[config.mk]
export PLATFORM = sky130hd
export DESIGN_NAME = rate_divider_bank_flat
export DESIGN_NICKNAME = d
export VERILOG_FILES = /design/src/rtl/rate_divider_bank_pkg.sv /design/src/rtl/rate_divider_bank_if.sv /design/src/rtl/rate_divider_channel.sv /design/src/rtl/rate_divider_bank.sv /design/src/flat_wrapper.sv
export SDC_FILE = /design/constraint.sdc
export NUM_CORES = 1
export LEC_CHECK = 0
export CORE_MARGIN = 2
export CORE_UTILIZATION = 57
export CTS_CLUSTER_DIAMETER = 80
export DETAILED_ROUTE_END_ITERATION = 10
export PLACE_DENSITY = 0.76
export RECOVER_POWER = 50
export SYNTH_ARGS = -nofsm -noshare
export SYNTH_HDL_FRONTEND = slang
export SYNTH_HIERARCHICAL = 1
export SYNTH_SLANG_ARGS = --single-unit
[constraint.sdc]
create_clock -name clk -period 7.92 [get_ports clk]
set_input_delay 1.98 -clock clk [delete_from_list [all_inputs] [get_ports clk]]
set_output_delay 1.98 -clock clk [all_outputs]
set_load 0.1 [all_outputs]
[src/rtl/rate_divider_bank_pkg.sv]
// rtl/rate_divider_bank_pkg.sv - shared parameters and helpers for the rate divider bank
package rate_divider_bank_pkg;

  localparam int DEFAULT_WIDTH = 28;

  // Channel index width; a single-channel bank still carries a one-bit select.
  function automatic int ch_index_width(input int n);
    return (n <= 1) ? 1 : $clog2(n);
  endfunction

endpackage

[src/rtl/rate_divider_bank_if.sv]
// rtl/rate_divider_bank_if.sv - rate register write/readback port
interface rate_divider_bank_if
  import rate_divider_bank_pkg::*;
#(
  parameter int N_CH  = 4,
  parameter int WIDTH = DEFAULT_WIDTH
) ();

  localparam int CHW = ch_index_width(N_CH);

  logic             wr_en;
  logic [CHW-1:0]   wr_ch;
  logic [WIDTH-1:0] wr_rate;
  logic             wr_restart;
  logic [WIDTH-1:0] rd_rate;

  modport master (
    output wr_en, wr_ch, wr_rate, wr_restart,
    input  rd_rate
  );

  modport slave (
    input  wr_en, wr_ch, wr_rate, wr_restart,
    output rd_rate
  );

endinterface

[src/rtl/rate_divider_channel.sv]
// rtl/rate_divider_channel.sv - one programmable divider channel with tick and square outputs
module rate_divider_channel #(
  parameter int               WIDTH        = 28,
  parameter logic [WIDTH-1:0] DEFAULT_RATE = '0
) (
  input  logic             clk,
  input  logic             reset_n,
  input  logic             en,
  input  logic             sync,
  input  logic             wr,
  input  logic             restart,
  input  logic [WIDTH-1:0] wr_rate,
  output logic [WIDTH-1:0] rate,
  output logic             tick,
  output logic             square
);

  logic [WIDTH-1:0] cnt;

  // Rate register; reloads below read the pre-write value on the same edge.
  always_ff @(posedge clk or negedge reset_n) begin
    if (!reset_n) begin
      rate <= DEFAULT_RATE;
    end else if (wr) begin
      rate <= wr_rate;
    end
  end

  // Down-counter: sync beats restart beats terminal count beats decrement.
  always_ff @(posedge clk or negedge reset_n) begin
    if (!reset_n) begin
      cnt    <= '0;
      tick   <= 1'b0;
      square <= 1'b0;
    end else if (sync) begin
      cnt    <= rate;
      tick   <= 1'b0;
      square <= 1'b0;
    end else if (wr && restart) begin
      cnt    <= wr_rate;
      tick   <= 1'b0;
      square <= 1'b0;
    end else if (!en) begin
      tick   <= 1'b0;
    end else if (cnt == '0) begin
      cnt    <= rate;
      tick   <= 1'b1;
      square <= ~square;
    end else begin
      cnt    <= cnt - 1'b1;
      tick   <= 1'b0;
    end
  end

endmodule

[src/rtl/rate_divider_bank.sv]
// rtl/rate_divider_bank.sv - bank of independent programmable rate dividers
module rate_divider_bank
  import rate_divider_bank_pkg::*;
#(
  parameter int               N_CH         = 4,
  parameter int               WIDTH        = DEFAULT_WIDTH,
  parameter logic [WIDTH-1:0] DEFAULT_RATE = '0
) (
  input  logic                clk,
  input  logic                reset_n,
  input  logic [N_CH-1:0]     ch_en,
  input  logic                sync,
  rate_divider_bank_if.slave  bus,
  output logic [N_CH-1:0]     tick,
  output logic [N_CH-1:0]     square
);

  localparam int CHW = ch_index_width(N_CH);

  logic [WIDTH-1:0] rate_q [N_CH];
  logic [N_CH-1:0]  wr_sel;

  // Channel selects beyond N_CH-1 match no instance, so such writes drop out.
  for (genvar i = 0; i < N_CH; i++) begin : g_ch
    assign wr_sel[i] = bus.wr_en && (bus.wr_ch == CHW'(i));

    rate_divider_channel #(
      .WIDTH        (WIDTH),
      .DEFAULT_RATE (DEFAULT_RATE)
    ) u_ch (
      .clk     (clk),
      .reset_n (reset_n),
      .en      (ch_en[i]),
      .sync    (sync),
      .wr      (wr_sel[i]),
      .restart (bus.wr_restart),
      .wr_rate (bus.wr_rate),
      .rate    (rate_q[i]),
      .tick    (tick[i]),
      .square  (square[i])
    );
  end

  // Readback mux; an out-of-range select reads as zero.
  always_comb begin
    bus.rd_rate = '0;
    for (int i = 0; i < N_CH; i++) begin
      if (bus.wr_ch == CHW'(i)) begin
        bus.rd_rate = rate_q[i];
      end
    end
  end

endmodule

[src/flat_wrapper.sv]
// flat-port wrapper written by rule: the top's interface ports become plain ports
module rate_divider_bank_flat import rate_divider_bank_pkg::*;
#(
  parameter int               N_CH         = 4,
  parameter int               WIDTH        = DEFAULT_WIDTH,
  parameter logic [WIDTH-1:0] DEFAULT_RATE = '0
)
  (clk, reset_n, ch_en, sync, tick, square, bus_wr_en, bus_wr_ch, bus_wr_rate, bus_wr_restart, bus_rd_rate);
  rate_divider_bank_if #(.N_CH(N_CH), .WIDTH(WIDTH)) bus_i ();
  input  logic clk;
  input  logic reset_n;
  input  logic [N_CH-1:0] ch_en;
  input  logic sync;
  output logic [N_CH-1:0] tick;
  output logic [N_CH-1:0] square;
  input wire logic [$bits(bus_i.wr_en)-1:0] bus_wr_en;
  input wire logic [$bits(bus_i.wr_ch)-1:0] bus_wr_ch;
  input wire logic [$bits(bus_i.wr_rate)-1:0] bus_wr_rate;
  input wire logic [$bits(bus_i.wr_restart)-1:0] bus_wr_restart;
  output wire logic [$bits(bus_i.rd_rate)-1:0] bus_rd_rate;
  assign bus_i.wr_en = bus_wr_en;
  assign bus_i.wr_ch = bus_wr_ch;
  assign bus_i.wr_rate = bus_wr_rate;
  assign bus_i.wr_restart = bus_wr_restart;
  assign bus_rd_rate = bus_i.rd_rate;
  rate_divider_bank #(.N_CH(N_CH), .WIDTH(WIDTH), .DEFAULT_RATE(DEFAULT_RATE)) u_core (.clk(clk), .reset_n(reset_n), .ch_en(ch_en), .sync(sync), .bus(bus_i), .tick(tick), .square(square));
endmodule
==> flow_summary_export.csv, run 1 <==
group,metric,value,unit
final_layout,drive_above_1_share,17.3,%
floorplan,dieWidth,167,µm
route,drc_errors,0,
final_layout,num-fill-cells,2158,
placement,place_worst_setup_slack,1.90,ns
clocking,h-tree-depth,1,
power_and_ir_drop,intPower,2.66,mW
synth,syn_area_per_cell,9.37,µm²
final_layout,layout_commonest_cell,"dfrtp_1",
power_and_ir_drop,clkPwrFrac,31.7,%
worst_setup_path,cp_cell_sequence,"dlygate4sd3_1 -> clkbuf_1 -> mux4_2 -> buf_4",
placement,gp_congestion,0.940,
worst_setup_path,cp_slowest_cell,"dlygate4sd3_1",
floorplan,rows,59,
route,vias,14501,
placement,place_area,15600,µm²
run_status,violations,"max-capacitance violations, max-slew violations",
synth,synth_area_leaders,"dfrtp_1 (38%), mux2_2 (7.0%), mux4_2 (4.2%)",
floorplan,die_area,27800,µm²
sta,max_slew_margin,-119,%
worst_setup_path,worst-path-buf-inv,3,
sta,fin_tns_setup,0,ns
final_layout,fin_area,16500,µm²
synth,synth_cells,1613,
sta,setup_viol,0,
global_route,antenna_found_initial,4,
floorplan,die_y,167,µm
global_route,grt_max_degree,127,
global_route,grt_pass1_vias,13430,
sta,fin_skew,0.0169,ns
run_status,status,"complete, but fails checks",
clocking,clk_path_buf_depth,3,
synth,yosysUniqueCellTypes,86,
sta,hold_viol,0,
synth,yosys_warnings,6,
final_layout,stdcell_count,1964,
clocking,clkSlewWorstSetupHoldPaths,0.06,ns
worst_setup_path,cp_max_fo,19,
sta,fmax,151,MHz
final_layout,fin_nets,1656,
route,drt-vias-per-instance,7.38,
worst_setup_path,cp_top_family,"buffers and inverters",
power_and_ir_drop,p_leak,6.33,nW
floorplan,core,26100,µm²
synth,syn-num-nets,1660,
clocking,worstSkewPairLatency,0.56,ns
global_route,grt_pass1_wl,81.8,mm
synth,yosys.area.top_type,"dfrtp_1",
clocking,post_cts_buffers,0,
sta,whs,0.546,ns
clocking,postCtsHoldBufs,0,
worst_setup_path,slowest_delay,1.16,ns
placement,dpl.hpwl,35.4,mm
sta,tightest_slew,3.29,ns
global_route,grt.overflow.total,0,
worst_setup_path,endpoint_kind,"output port",
worst_setup_path,worst_ep_arrival_time,4.64,ns
synth,synth_edf_count,0,
sta,layout_setup_ws,1.30,ns
hold_path,hold_class,"flip-flop to flip-flop",
power_and_ir_drop,swShare,37.8,%
power_and_ir_drop,combPwrFrac,26.6,%
floorplan,start_util,58.0,%
final_layout,regArea,5810,µm²
power_and_ir_drop,p_sw,1.62,mW
clocking,cts_tree,"done",
sta,period_needed,6.62,ns
power_and_ir_drop,pwr-share-seq,41.7,%
route,dr.pass1.iters,6,
clocking,numCtsBuffers,27,
route,wl,53.5,mm
placement,placed_cells,1915,
final_layout,layout_common_cells,"dfrtp_1 (232), nor2_1 (144), o21ai_0 (106)",
synth,synth_top_area_share,38.4,%
worst_setup_path,critPathLaunchType,"input pin",
clocking,root_buffer,"clkbuf_16",
final_layout,fin_util,63.5,%
route,routedWlPerCell,27.2,µm
placement,port_buffers,74,
synth,synth_area,15100,µm²
synth,ys_seq_area_share,38.4,%
power_and_ir_drop,vdd_drop_max,0.326,mV
worst_setup_path,required,5.94,ns
clocking,cts.sinks,232,
global_route,grt_usage,37.7,%
sta,slew_viol_final,237,
synth,ys.flop_type,"dfrtp_1",
route,ant_nets,0,
worst_setup_path,worst-setup-path-type,"input pin to output port",
route,drt_iter0_drc,1941,
final_layout,multi_input_area,8400,µm²
synth,ys_ff_latch,232,
floorplan,ios,75,
synth,synthArstFlopShare,100,%
flow_run,max_cap_violations,3,
power_and_ir_drop,power,4.28,mW
final_layout,syn_to_final_growth,9.40,%
sta,rsz0062_at_grt,"no",
power_and_ir_drop,powerDensity,259,nW/µm²
clocking,ctsResizeCount,0,
sta,post-route-period-util,83.5,%
## metal layers
layer | track usage, % | wire, µm | vias to the layer above
li1 | - | - | 6154
met1 | 52.0 | 20600 | 7086
met2 | 56.0 | 23100 | 1015
met3 | 9.01 | 6570 | 240
met4 | 17.9 | 3210 | 6
met5 | 0 | 35 | -
## area by class of cell
class / instances / area share [%]
Antenna cell: 1 / 0.0151
Clock buffer: 34 / 4.67
Clock inverter: 14 / 1.15
Inverter: 40 / 0.908
Multi-Input combinational cell: 1214 / 50.8
Sequential cell: 232 / 35.1
Tap cell: 335 / 2.53
Timing Repair Buffer: 94 / 4.83
## power groups by stage
| stage | Combinational [mW] | Clock, mW | Sequential (mW) |
|---|---|---|---|
| global route | 1.21 | 1.41 | 1.79 |
| detailed placement | 1.11 | 0 | 1.77 |
| floorplan | 0.910 | 0 | 1.59 |
| global placement | 1.09 | 0 | 1.76 |
| CTS | 1.12 | 1.36 | 1.75 |
| finish | 1.14 | 1.36 | 1.78 |
## cell usage after synthesis, types with 9 or more instances
cell type / number
dfrtp_1: 232
nor2_1: 144
o21ai_0: 106
mux2_2: 94
nand2_1: 94
a21oi_1: 85
nor3_1: 80
clkbuf_1: 76
nand3_1: 45
inv_1: 40
nor4_1: 39
a31oi_1: 38
or3_1: 38
o22ai_1: 30
mux4_2: 28
o22a_1: 25
and3_1: 21
nand4_1: 20
buf_2: 17
clkbuf_8: 16
o211ai_1: 16
o21ai_1: 16
xnor2_1: 15
a211oi_1: 14
a21o_1: 14
xor2_1: 14
a41oi_1: 12
o31a_1: 12
or2_2: 11
a221oi_1: 10
or4_1: 10
mux2i_1: 9
o21a_1: 9
## sequential cells by signal (all words and copies together) (netlist names)
| name | count |
|---|---|
| u_core/g_ch.u_ch/cnt | 112 |
| u_core/g_ch.u_ch/rate | 112 |
| u_core/g_ch.u_ch/square | 4 |
| u_core/g_ch.u_ch/tick | 4 |
## cell families (layout without fill, tap and decap cells)
logic type	count (synthesis)	after routing	synth area share, %
simple gates	559	559	19.5
xor+xnor	29	29	1.68
buf+inv	167	182	6.06
mux	132	132	11.9
other cells	0	1	0
fa+ha+maj	8	8	0.662
compound gates	486	486	21.8
flops	232	232	38.4
## path summary, 6_finish.rpt
kind | start | to | slack (ns) | cells past startpoint
max reg2reg | u_core/g_ch[0].u_ch/cnt[12] | u_core/g_ch[0].u_ch/cnt[9] | 4.67 | 5
min reg2reg | u_core/g_ch[3].u_ch/rate[15] | u_core/g_ch[3].u_ch/cnt[15] | 0.55 | 1
max | bus_wr_ch[1] | bus_rd_rate[14] | 1.30 | 4
max in group asynchronous | reset_n | u_core/g_ch[3].u_ch/rate[3] | 2.12 | 2
min | u_core/g_ch[3].u_ch/rate[15] | u_core/g_ch[3].u_ch/cnt[15] | 0.55 | 1
min in group asynchronous | reset_n | u_core/g_ch[0].u_ch/tick | 2.48 | 1
Note: power is estimated with default switching activity, not from simulation.
==> run 2, diff against run 1 <==
--- a/config.mk
+++ b/config.mk
@@ -6,10 +6,10 @@
 export NUM_CORES = 1
 export LEC_CHECK = 0
 export CORE_MARGIN = 2
-export CORE_UTILIZATION = 57
+export CORE_UTILIZATION = 56
 export CTS_CLUSTER_DIAMETER = 80
 export DETAILED_ROUTE_END_ITERATION = 10
-export PLACE_DENSITY = 0.76
+export PLACE_DENSITY = 0.78
 export RECOVER_POWER = 50
 export SYNTH_ARGS = -nofsm -noshare
 export SYNTH_HDL_FRONTEND = slang
==> constraint.sdc (replaced) <==
create_clock -name clk -period 5.56 [get_ports clk]
set_input_delay 1.39 -clock clk [delete_from_list [all_inputs] [get_ports clk]]
set_output_delay 1.39 -clock clk [all_outputs]
set_load 0.1 [all_outputs]
==> flow_summary_export.csv, run 2 (same netlist as run 1, synthesis figures left out) <==
group,metric,value,unit
run_status,status,"complete, but fails checks",
run_status,violations,"max-capacitance violations, max-slew violations",
final_layout,layout_commonest_cell,"dfrtp_1",
route,wl,53.8,mm
sta,slew_viol_final,160,
route,dr.pass1.iters,6,
power_and_ir_drop,powerDensity,364,nW/µm²
hold_path,holdPathStages,1,
clocking,cts.sinks,232,
global_route,antenna_found_initial,0,
clocking,cts_tree,"done",
worst_setup_path,r2r_start,"u_core/g_ch[0].u_ch/cnt[7]",
hold_path,hp-start,"u_core/g_ch[3].u_ch/rate[12]",
worst_setup_path,rrSetupSlack,1.86,ns
floorplan,ios,75,
route,vias,14645,
final_layout,drive_above_1_share,17.2,%
route,drt-vias-per-instance,7.42,
final_layout,antenna_cells,0,
floorplan,die_y,168,µm
final_layout,fin_nets,1661,
sta,hold_viol,0,
final_layout,layout_common_cells,"dfrtp_1 (232), nor2_1 (144), o21ai_0 (106)",
power_and_ir_drop,swShare,37.7,%
clocking,ctsResizeCount,0,
placement,gp_congestion,0.980,
final_layout,fin_util,63.1,%
power_and_ir_drop,p_sw,2.31,mW
placement,placed_cells,1926,
floorplan,core,26700,µm²
power_and_ir_drop,clkPwrFrac,29.5,%
worst_setup_path,worst_ep_arrival_time,3.24,ns
placement,place_worst_setup_slack,0.858,ns
placement,place_area,16000,µm²
clocking,post_cts_buffers,0,
clocking,worstSkewPairLatency,0.55,ns
power_and_ir_drop,p_leak,6.44,nW
power_and_ir_drop,vdd_drop_max,0.300,mV
floorplan,dieWidth,168,µm
sta,whs,0.554,ns
power_and_ir_drop,pwr-share-seq,41.3,%
worst_setup_path,cp_slowest_cell,"dlygate4sd3_1",
global_route,grt_max_degree,125,
clocking,root_buffer,"clkbuf_16",
placement,dpl.hpwl,36.2,mm
route,routedWlPerCell,27.2,µm
worst_setup_path,r2r-end,"u_core/g_ch[0].u_ch/cnt[5]",
clocking,h-tree-depth,1,
global_route,grt_pass1_wl,82.1,mm
power_and_ir_drop,combPwrFrac,29.2,%
sta,max_slew_margin,-119,%
global_route,grt_pass1_vias,13457,
sta,fin_skew,0.00908,ns
route,ant_nets,0,
worst_setup_path,required,4.17,ns
hold_path,hold_class,"flip-flop to flip-flop",
sta,rsz0062_at_grt,"no",
flow_run,max_cap_violations,2,
worst_setup_path,cp_cell_sequence,"dlygate4sd3_1 -> buf_12 -> mux4_2 -> buf_12",
sta,setup_viol,0,
floorplan,start_util,56.6,%
global_route,grt.overflow.total,0,
worst_setup_path,critPathLaunchType,"input pin",
floorplan,die_area,28300,µm²
power_and_ir_drop,intPower,3.83,mW
final_layout,num-fill-cells,2189,
global_route,grt_usage,37.6,%
worst_setup_path,critical_path.startpoint,"bus_wr_ch[1]",
final_layout,stdcell_count,1975,
worst_setup_path,cp_max_fo,21,
sta,layout_setup_ws,0.932,ns
final_layout,syn_to_final_growth,11.6,%
floorplan,rows,60,
sta,tightest_slew,3.28,ns
route,drc_errors,0,
clocking,numCtsBuffers,27,
sta,period_needed,4.63,ns
placement,port_buffers,74,
clocking,postCtsHoldBufs,0,
sta,fmax,216,MHz
sta,fin_tns_setup,0,ns
final_layout,fin_area,16900,µm²
worst_setup_path,crit_top_cell,"buf_12",
clocking,clk_path_buf_depth,3,
power_and_ir_drop,power,6.14,mW
worst_setup_path,worst-setup-path-type,"input pin to output port",
sta,post-route-period-util,83.2,%
worst_setup_path,r2r_cells,6,
worst_setup_path,endpoint_kind,"output port",
hold_path,worst_hold_path.endpoint,"u_core/g_ch[3].u_ch/cnt[12]",
worst_setup_path,slowest_delay,0.93,ns
final_layout,reg.largest.list,"u_core/g_ch.u_ch/cnt x112, u_core/g_ch.u_ch/rate x112",
route,drt_iter0_drc,2383,
clocking,clkSlewWorstSetupHoldPaths,0.06,ns
run 2: per-layer routing:
layer | share of wire (%) | up-vias | track usage [%] | wire [µm]
met5 | 0 | - | 0 | 0
li1 | - | 6142 | - | -
met2 | 43 | 1184 | 54.2 | 22900
met1 | 38 | 7080 | 51.8 | 20300
met4 | 6.1 | 0 | 19.0 | 3270
met3 | 13 | 239 | 11.0 | 7230
run 2: critical path: cells and delay by family:
family                 cells  cell delay [ns]
buffers and inverters      3             1.41
muxes                      1             0.43
run 2: worst max-delay path by stage:
stage,end,slack [ns]
2_1_floorplan,bus_rd_rate[21],1.74
3_3_place_gp,u_core/g_ch[2].u_ch/cnt[24],1.0
3_5_place_dp,u_core/g_ch[2].u_ch/cnt[7],0.86
4_1_cts,bus_rd_rate[15],1.06
5_1_grt,u_core/g_ch[0].u_ch/rate[20],0.60
6_report,bus_rd_rate[15],0.93
run 2: final cells by class:
type	count	area, µm²	share of cell area (%)
clock buffers	38	747	4.43
clock inverters	11	138	0.816
inverters	40	150	0.890
multi-input cells	1214	8400	49.8
flip-flops and latches	232	5810	34.4
well taps	341	427	2.53
repair buffers	99	1200	7.10
run 2: power by group through the flow:
stage | Clock, mW | Combinational [mW] | Sequential [mW]
final | 1.81 | 1.79 | 2.54
after floorplan | 0 | 1.30 | 2.27
after global routing | 1.88 | 1.90 | 2.55
after CTS | 1.82 | 1.77 | 2.50
after detailed placement | 0 | 1.76 | 2.52
after global placement | 0 | 1.72 | 2.51
==> run 3, diff against run 2 <==
--- a/config.mk
+++ b/config.mk
@@ -6,10 +6,10 @@
 export NUM_CORES = 1
 export LEC_CHECK = 0
 export CORE_MARGIN = 2
-export CORE_UTILIZATION = 56
+export CORE_UTILIZATION = 57
 export CTS_CLUSTER_DIAMETER = 80
 export DETAILED_ROUTE_END_ITERATION = 10
-export PLACE_DENSITY = 0.78
+export PLACE_DENSITY = 0.76
 export RECOVER_POWER = 50
 export SYNTH_ARGS = -nofsm -noshare
 export SYNTH_HDL_FRONTEND = slang
==> constraint.sdc (replaced) <==
create_clock -name clk -period 4.7 [get_ports clk]
set_input_delay 1.175 -clock clk [delete_from_list [all_inputs] [get_ports clk]]
set_output_delay 1.175 -clock clk [all_outputs]
set_load 0.1 [all_outputs]
==> flow_summary_export.csv, run 3 (same netlist as run 1, synthesis figures left out) <==
group,metric,value,unit
sta,tightest_slew,3.02,ns
worst_setup_path,rrSetupSlack,1.43,ns
final_layout,drive_above_1_share,17.9,%
floorplan,start_util,58.0,%
run_status,status,"complete, but fails checks",
sta,fmax,239,MHz
floorplan,die_area,27800,µm²
global_route,grt.overflow.total,0,
worst_setup_path,cp_max_fo,31,
clocking,clk_path_buf_depth,3,
global_route,grt_pass1_vias,13777,
clocking,cts_tree,"done",
sta,max_slew_margin,-102,%
final_layout,fin_area,16900,µm²
route,drt-vias-per-instance,7.35,
worst_setup_path,worst-setup-path-type,"input pin to flip-flop",
final_layout,fin_nets,1670,
sta,hold_viol,0,
clocking,numCtsBuffers,26,
floorplan,dieWidth,167,µm
worst_setup_path,worst_ep_arrival_time,4.62,ns
final_layout,fin_util,64.9,%
sta,fin_tns_setup,0,ns
global_route,antenna_found_initial,4,
route,dr.pass1.iters,7,
hold_path,hold_class,"flip-flop to flip-flop",
placement,placed_cells,1930,
floorplan,ios,75,
clocking,worstSkewPairLatency,0.54,ns
floorplan,die_y,167,µm
route,routedWlPerCell,27.8,µm
power_and_ir_drop,powerDensity,428,nW/µm²
power_and_ir_drop,p_leak,6.48,nW
clocking,post_cts_buffers,0,
placement,place_area,16100,µm²
floorplan,rows,59,
route,ant_nets,0,
final_layout,regArea,5810,µm²
final_layout,layout_commonest_cell,"dfrtp_1",
route,drc_errors,0,
clocking,postCtsHoldBufs,0,
clocking,cts.sinks,232,
clocking,ctsResizeCount,0,
route,wl,55.0,mm
final_layout,multi_input_area,8390,µm²
worst_setup_path,critPathLaunchType,"input pin",
sta,period_needed,4.19,ns
global_route,grt_usage,38.5,%
placement,gp_congestion,0.977,
floorplan,core,26100,µm²
route,drt_iter0_drc,2141,
placement,dpl.hpwl,37.2,mm
worst_setup_path,required,5.13,ns
clocking,root_buffer,"clkbuf_16",
global_route,grt_pass1_wl,82.9,mm
sta,fin_skew,0.00853,ns
sta,setup_viol,0,
worst_setup_path,endpoint_kind,"flip-flop",
placement,port_buffers,74,
sta,post-route-period-util,89.2,%
final_layout,num-fill-cells,2111,
power_and_ir_drop,vdd_drop_max,0.382,mV
power_and_ir_drop,power,7.23,mW
sta,slew_viol_final,113,
run_status,violations,"max-capacitance violations, max-slew violations",
final_layout,reg.largest.list,"u_core/g_ch.u_ch/cnt x112, u_core/g_ch.u_ch/rate x112",
sta,rsz0062_at_grt,"no",
route,vias,14530,
global_route,grt_max_degree,113,
final_layout,stdcell_count,1977,
final_layout,layout_common_cells,"dfrtp_1 (232), nor2_1 (144), o21ai_0 (106)",
flow_run,max_cap_violations,1,
clocking,clkSlewWorstSetupHoldPaths,0.06,ns
final_layout,syn_to_final_growth,11.9,%
clocking,h-tree-depth,1,
[run 3: cell types whose count changed in the layout (fill, tap and decap cells not counted)]
cell | before | now
buf_4 | 21 | 30
nand3_2 | 3 | 2
bufinv_16 | 3 | 2
clkinvlp_4 | 3 | 5
clkbuf_1 | 9 | 3
inv_6 | 0 | 1
nand3_1 | 45 | 46
diode_2 | 0 | 1
clkbuf_8 | 3 | 4
clkinv_2 | 5 | 6
[run 3: routing by layer]
metal  part of all wire (%)  vias up  GRT usage [%]  wire length [µm]
li1                       -     6175              -                 -
met1                     38     7031           51.7             20900
met2                     43     1075           56.5             23800
met3                     12      245           10.4              6580
met4                    6.7        4           22.1              3700
met5                  0.062        -              0                34
[run 3: power breakdown]
part	switching [mW]	internal, mW	total [mW]
Sequential	0.644	2.37	3.01
Combinational	1.22	0.895	2.12
Clock	0.886	1.22	2.10
[run 3: path summary, 6_finish.rpt]
path / from / end / cells after the start
setup / recovery: bus_wr_ch[1] / u_core/g_ch[2].u_ch/cnt[4] / 9
hold / removal: u_core/g_ch[2].u_ch/square / u_core/g_ch[2].u_ch/square / 2
setup reg to reg: u_core/g_ch[0].u_ch/cnt[2] / u_core/g_ch[0].u_ch/cnt[21] / 6
hold reg to reg: u_core/g_ch[2].u_ch/square / u_core/g_ch[2].u_ch/square / 2
max in group asynchronous: reset_n / u_core/g_ch[3].u_ch/cnt[6] / 2
min in group asynchronous: reset_n / u_core/g_ch[0].u_ch/cnt[23] / 1
[run 3: final cells by class]
class | count | share of cell area [%]
multi-input combinational | 1214 | 49.6
antenna | 1 | 0.0148
timing repair buffer | 109 | 7.50
clock inverter | 14 | 0.806
tap | 335 | 2.48
sequential | 232 | 34.3
inverter | 40 | 0.888
clock buffer | 32 | 4.34
[run 3: critical path, stage by stage]
cell           delay, ns
dlygate4sd3_1       0.83
buf_12              0.26
and3b_1             0.23
clkbuf_1            0.66
nand2_1             0.42
buf_4               0.38
o21ai_0             0.33
a31oi_1             0.12
o22a_1              0.22
[run 3: per-stage QoR]
stage	hold slack [ns]	setup WS, ns
2_1_floorplan	0.474	1.31
3_3_place_gp	0.532	0.686
3_5_place_dp	0.543	0.548
4_1_cts	0.556	0.725
5_1_grt	0.562	0.333
6_report	0.561	0.509
